===== src/rtl/vga_timing_gen.sv =====
// VGA raster timing: pixel/line counters, decoded sync/blank strobes and a
// clk-domain frame counter so animation logic never clocks off vsync.
`timescale 1ns/1ps
module vga_timing_gen #(
    parameter int H_VISIBLE   = 640,
    parameter int H_FRONT     = 16,
    parameter int H_SYNC      = 96,
    parameter int H_BACK      = 48,
    parameter int V_VISIBLE   = 480,
    parameter int V_FRONT     = 10,
    parameter int V_SYNC      = 2,
    parameter int V_BACK      = 33,
    parameter bit SYNC_ACTIVE = 1'b0
) (
    input  logic       clk,
    input  logic       reset,
    input  logic       ce,
    output logic [9:0] pix_x,
    output logic [9:0] pix_y,
    output logic       video_active,
    output logic       hsync,
    output logic       vsync,
    output logic       line_tick,
    output logic       frame_tick,
    output logic [9:0] frame_count
);
    localparam int H_TOTAL = H_VISIBLE + H_FRONT + H_SYNC + H_BACK;
    localparam int V_TOTAL = V_VISIBLE + V_FRONT + V_SYNC + V_BACK;

    localparam logic [9:0] H_LAST   = 10'(H_TOTAL - 1);
    localparam logic [9:0] V_LAST   = 10'(V_TOTAL - 1);
    localparam logic [9:0] H_VIS    = 10'(H_VISIBLE);
    localparam logic [9:0] V_VIS    = 10'(V_VISIBLE);
    localparam logic [9:0] HS_FIRST = 10'(H_VISIBLE + H_FRONT);
    localparam logic [9:0] HS_LAST  = 10'(H_VISIBLE + H_FRONT + H_SYNC - 1);
    localparam logic [9:0] VS_FIRST = 10'(V_VISIBLE + V_FRONT);
    localparam logic [9:0] VS_LAST  = 10'(V_VISIBLE + V_FRONT + V_SYNC - 1);

    logic [9:0] pix_x_reg, pix_x_next;
    logic [9:0] pix_y_reg, pix_y_next;
    logic [9:0] frame_count_reg, frame_count_next;
    logic       line_end, hsync_on, vsync_on;

    assign line_end = (pix_x_reg == H_LAST);

    always_comb begin
        pix_x_next       = pix_x_reg;
        pix_y_next       = pix_y_reg;
        frame_count_next = frame_count_reg;
        if (ce) begin
            if (line_end) begin
                pix_x_next = '0;
                pix_y_next = (pix_y_reg == V_LAST) ? 10'd0 : pix_y_reg + 10'd1;
            end else begin
                pix_x_next = pix_x_reg + 10'd1;
            end
            if (frame_tick)
                frame_count_next = frame_count_reg + 10'd1;
        end
    end

    always_ff @(posedge clk) begin
        if (reset) begin
            pix_x_reg       <= '0;
            pix_y_reg       <= '0;
            frame_count_reg <= '0;
        end else begin
            pix_x_reg       <= pix_x_next;
            pix_y_reg       <= pix_y_next;
            frame_count_reg <= frame_count_next;
        end
    end

    // Decodes are combinational off the counters so they line up with pix_x/pix_y;
    // gating with reset keeps sync inactive and ticks quiet while reset is held.
    assign hsync_on = (pix_x_reg >= HS_FIRST) && (pix_x_reg <= HS_LAST);
    assign vsync_on = (pix_y_reg >= VS_FIRST) && (pix_y_reg <= VS_LAST);

    assign pix_x        = pix_x_reg;
    assign pix_y        = pix_y_reg;
    assign frame_count  = frame_count_reg;
    assign video_active = !reset && (pix_x_reg < H_VIS) && (pix_y_reg < V_VIS);
    assign hsync        = (!reset && hsync_on) ? SYNC_ACTIVE : !SYNC_ACTIVE;
    assign vsync        = (!reset && vsync_on) ? SYNC_ACTIVE : !SYNC_ACTIVE;
    assign line_tick    = ce && !reset && line_end;
    assign frame_tick   = ce && !reset && (pix_x_reg == 10'd0) && (pix_y_reg == V_VIS);

endmodule


===== config.mk =====
export PLATFORM = sky130hd
export DESIGN_NAME = vga_timing_gen
export DESIGN_NICKNAME = d
export VERILOG_FILES = /design/src/rtl/vga_timing_gen.sv
export SDC_FILE = /design/constraint.sdc
export NUM_CORES = 1
export LEC_CHECK = 0
export CAP_MARGIN = 20
export CORE_ASPECT_RATIO = 0.6
export CORE_MARGIN = 3
export CORE_UTILIZATION = 53
export DETAILED_ROUTE_END_ITERATION = 10
export PLACE_DENSITY_LB_ADDON = 0.05
export SYNTH_ARGS = -nofsm -noshare
export SYNTH_HDL_FRONTEND = slang
export SYNTH_SLANG_ARGS = --single-unit

===== constraint.sdc =====
create_clock -name clk -period 4.8 [get_ports clk]
set_input_delay 0.72 -clock clk [delete_from_list [all_inputs] [get_ports clk]]
set_output_delay 0.72 -clock clk [all_outputs]
set_load 0.02 [all_outputs]

==> run summary <==
Status - completed
I/O pin count - 38
Sequential fraction of the synthesis area - 0.3678
Layout cells sized above 1 - 0.06140
Vias - 1660
Clock tree buffer depth - 2
Die height - 49.00 um
Initial antenna violation count - 0
Worst slew margin - 0.6407
Final Hold Viols - 0
Routed WL - 4.114 mm
Routed length per instance - 15.35 um
Top Usage Layer GRT - met2
Total die area - 3805 um^2
Area taken by multi-input logic gates - 954.7 um^2
Cell Pwr Density - 238.2 nW/um^2
Max-cap violation count - 0
Final setup fails - 0
GRT met2 Usage - 0.3509
1st-pass router iterations - 4
Post-CTS Hold Fix Bufs - 0
DP Worst Slack - 1.331 ns
GRT overflow - 0
Layout Skew - 0.003401 ns
CTS Root Cell - clkbuf_8
Fin crit period - 3.507 ns
Unrepaired setup endpoints after global routing - false
Maximum clock rate - 0.2852 GHz
Drc violations - 0
Endpoint class of the critical path - output pin
Yosys top cell area share - 0.3678
Post-cts sizing count - 0
Fill count - 194
CTS tree - built
CTS sink cnt - 30
Total number of yosys warnings - 0
Ys async rst share - 0
Synth unique cells - 40
Number of DRC markers in iteration 0 - 136
Setup TNS - 0 ns
Synth top area cells - dfxtp_1 37%, or4_1 5.5%, a21oi_1 5.2%
Fin util - 0.7765
Number of global-route vias before repair - 1534
CP Max Fanout - 15
Startpoint Class - input pin
Static Leak - 0.6922 nW
Core Region - 2715 um^2
Syn_area_per_cell - 8.549 um^2
HPWL after DPL - 3.010 mm
# rows - 14
CP Class - input pin to output pin
Period utilisation layout - 0.7306
Die Wd - 77.66 um
Worst slew pin tran - 0.5373 ns
Post-Syn Area - 1633 um^2
Layout Area Growth over Synthesis - 29.12%
Signal arrival time at the worst endpoint - 2.79 ns
Peak VDD IR - 0.0001350 V
CTS buffer count - 5
EDFF count, synth - 0
Post-CTS Setup Inserts - 0
Gpl congestion - 0.8131
Starting Density - 0.6014
Vias per cell - 6.194
Port Buffers - 37
# diodes - 0
Leading area contributor after synthesis - dfxtp_1
Seq cells post-synth - 30
FF/Latch Area - 600.6 um^2
Post-route worst setup slack - 1.293 ns
Clk pin slew, worst setup/hold paths - 0.06 ns
Ys flop type - dfxtp_1
HP Class - register to register
Fin area - 2108 um^2
Total global-route track usage - 0.2342
Largest net degree at the start of global routing - 21
First-pass GRT wire length - 7.155 mm
Nets - 236
Slew Viols, Final - 0
Synth Instances - 191
Number of H-tree levels - 2
Placed cell area - 2017 um^2
M1 GR Usage - 0.3170
Routed Antenna Nets - 0
Worst skew pair latency - 0.29 ns
GR met3 Demand/Resource - 0.08303
Worst path required time - 4.08 ns
Syn nets - 200
-- cell usage after synthesis, types with 2 or more instances --
cell      instances
nor4b_1           2
or4_1            12
nand3_1          11
and2_1            2
nor3_1            3
xor2_1            4
inv_1             7
o31ai_1          11
and4_1            4
o21ai_0           4
a21oi_1          17
nand2_1          13
or3_1             4
xnor2_1           5
clkbuf_1          5
nand4_1           8
ha_1              6
nor2_1           18
and3_1            4
buf_2             2
dfxtp_1          30
-- cell usage in the layout, fill, tap and decap left out, types with 3 or more instances in the layout --
| cell | instances |
|---|---|
| and3_1 | 4 |
| nand3_1 | 11 |
| clkbuf_8 | 6 |
| xor2_1 | 4 |
| or3_1 | 4 |
| o21ai_0 | 4 |
| dfxtp_1 | 30 |
| and4_1 | 4 |
| nor3_1 | 3 |
| nor2_1 | 18 |
| nand4_1 | 8 |
| clkdlybuf4s50_1 | 37 |
| o31ai_1 | 11 |
| inv_1 | 7 |
| ha_1 | 6 |
| a21oi_1 | 17 |
| or4_1 | 12 |
| nand2_1 | 13 |
| xnor2_1 | 5 |
-- per-layer routing --
metal  share of wire  wire, um
met1            0.44      1813
met2            0.45      1848
met3            0.10       425
met4          0.0066        27
met5               0         0
-- metrics by stage --
stage,total power [W],hold slack (ns),std cells
final,0.0005022,0.4942,268
after CTS,0.0005048,0.4947,268
after floorplan,0.0002822,0.5511,191
after detailed placement,0.0002967,0.4817,260
after global routing,0.0005260,0.5399,268
after global placement,0.0002950,0.4694,260
-- worst paths after layout --
check,slack (ns),endpoint,cells after the start,startpoint
hold reg to reg,0.49,frame_count[9],2,frame_count[9]
setup reg to reg,2.72,frame_count[6],7,pix_x[0]
hold / removal,0.49,frame_count[9],2,frame_count[9]
setup / recovery,1.29,frame_tick,5,reset
-- final cells by class --
class,count,area share
multi-input cells,144,0.4528
flip-flops and latches,30,0.2849
repair buffers,39,0.1828
clock buffers,7,0.04095
well taps,40,0.02374
inverters,7,0.01246
clock inverters,1,0.002374
-- cell families (layout without fill, tap and decap cells) --
logic type,Yosys count,after routing,synth area share
adder cells (fa/ha/maj),6,6,0.04598
multiplexers,2,2,0.01303
buffers and inverters,17,54,0.04751
AO/OA/AOI/OAI,37,37,0.1395
XOR/XNOR,9,9,0.04827
AND/OR/NAND/NOR,90,90,0.3379
flip-flops,30,30,0.3678
-- worst max-delay path, stage by stage --
cell and delay (ns):
clkdlybuf4s50_1 0.67, nor4_4 0.31, nand2_1 0.29, nor2_1 0.17
clkdlybuf4s50_1 0.61
-- report_power, final --
group	leakage, nW	switching [W]	internal (W)
registers	0.242	0.00000434	0.000252
logic	0.402	0.0000207	0.0000149
clock network	0.0482	0.0000952	0.000115
total	0.692	0.000120	0.000382
(Power assumes the default switching activity.)
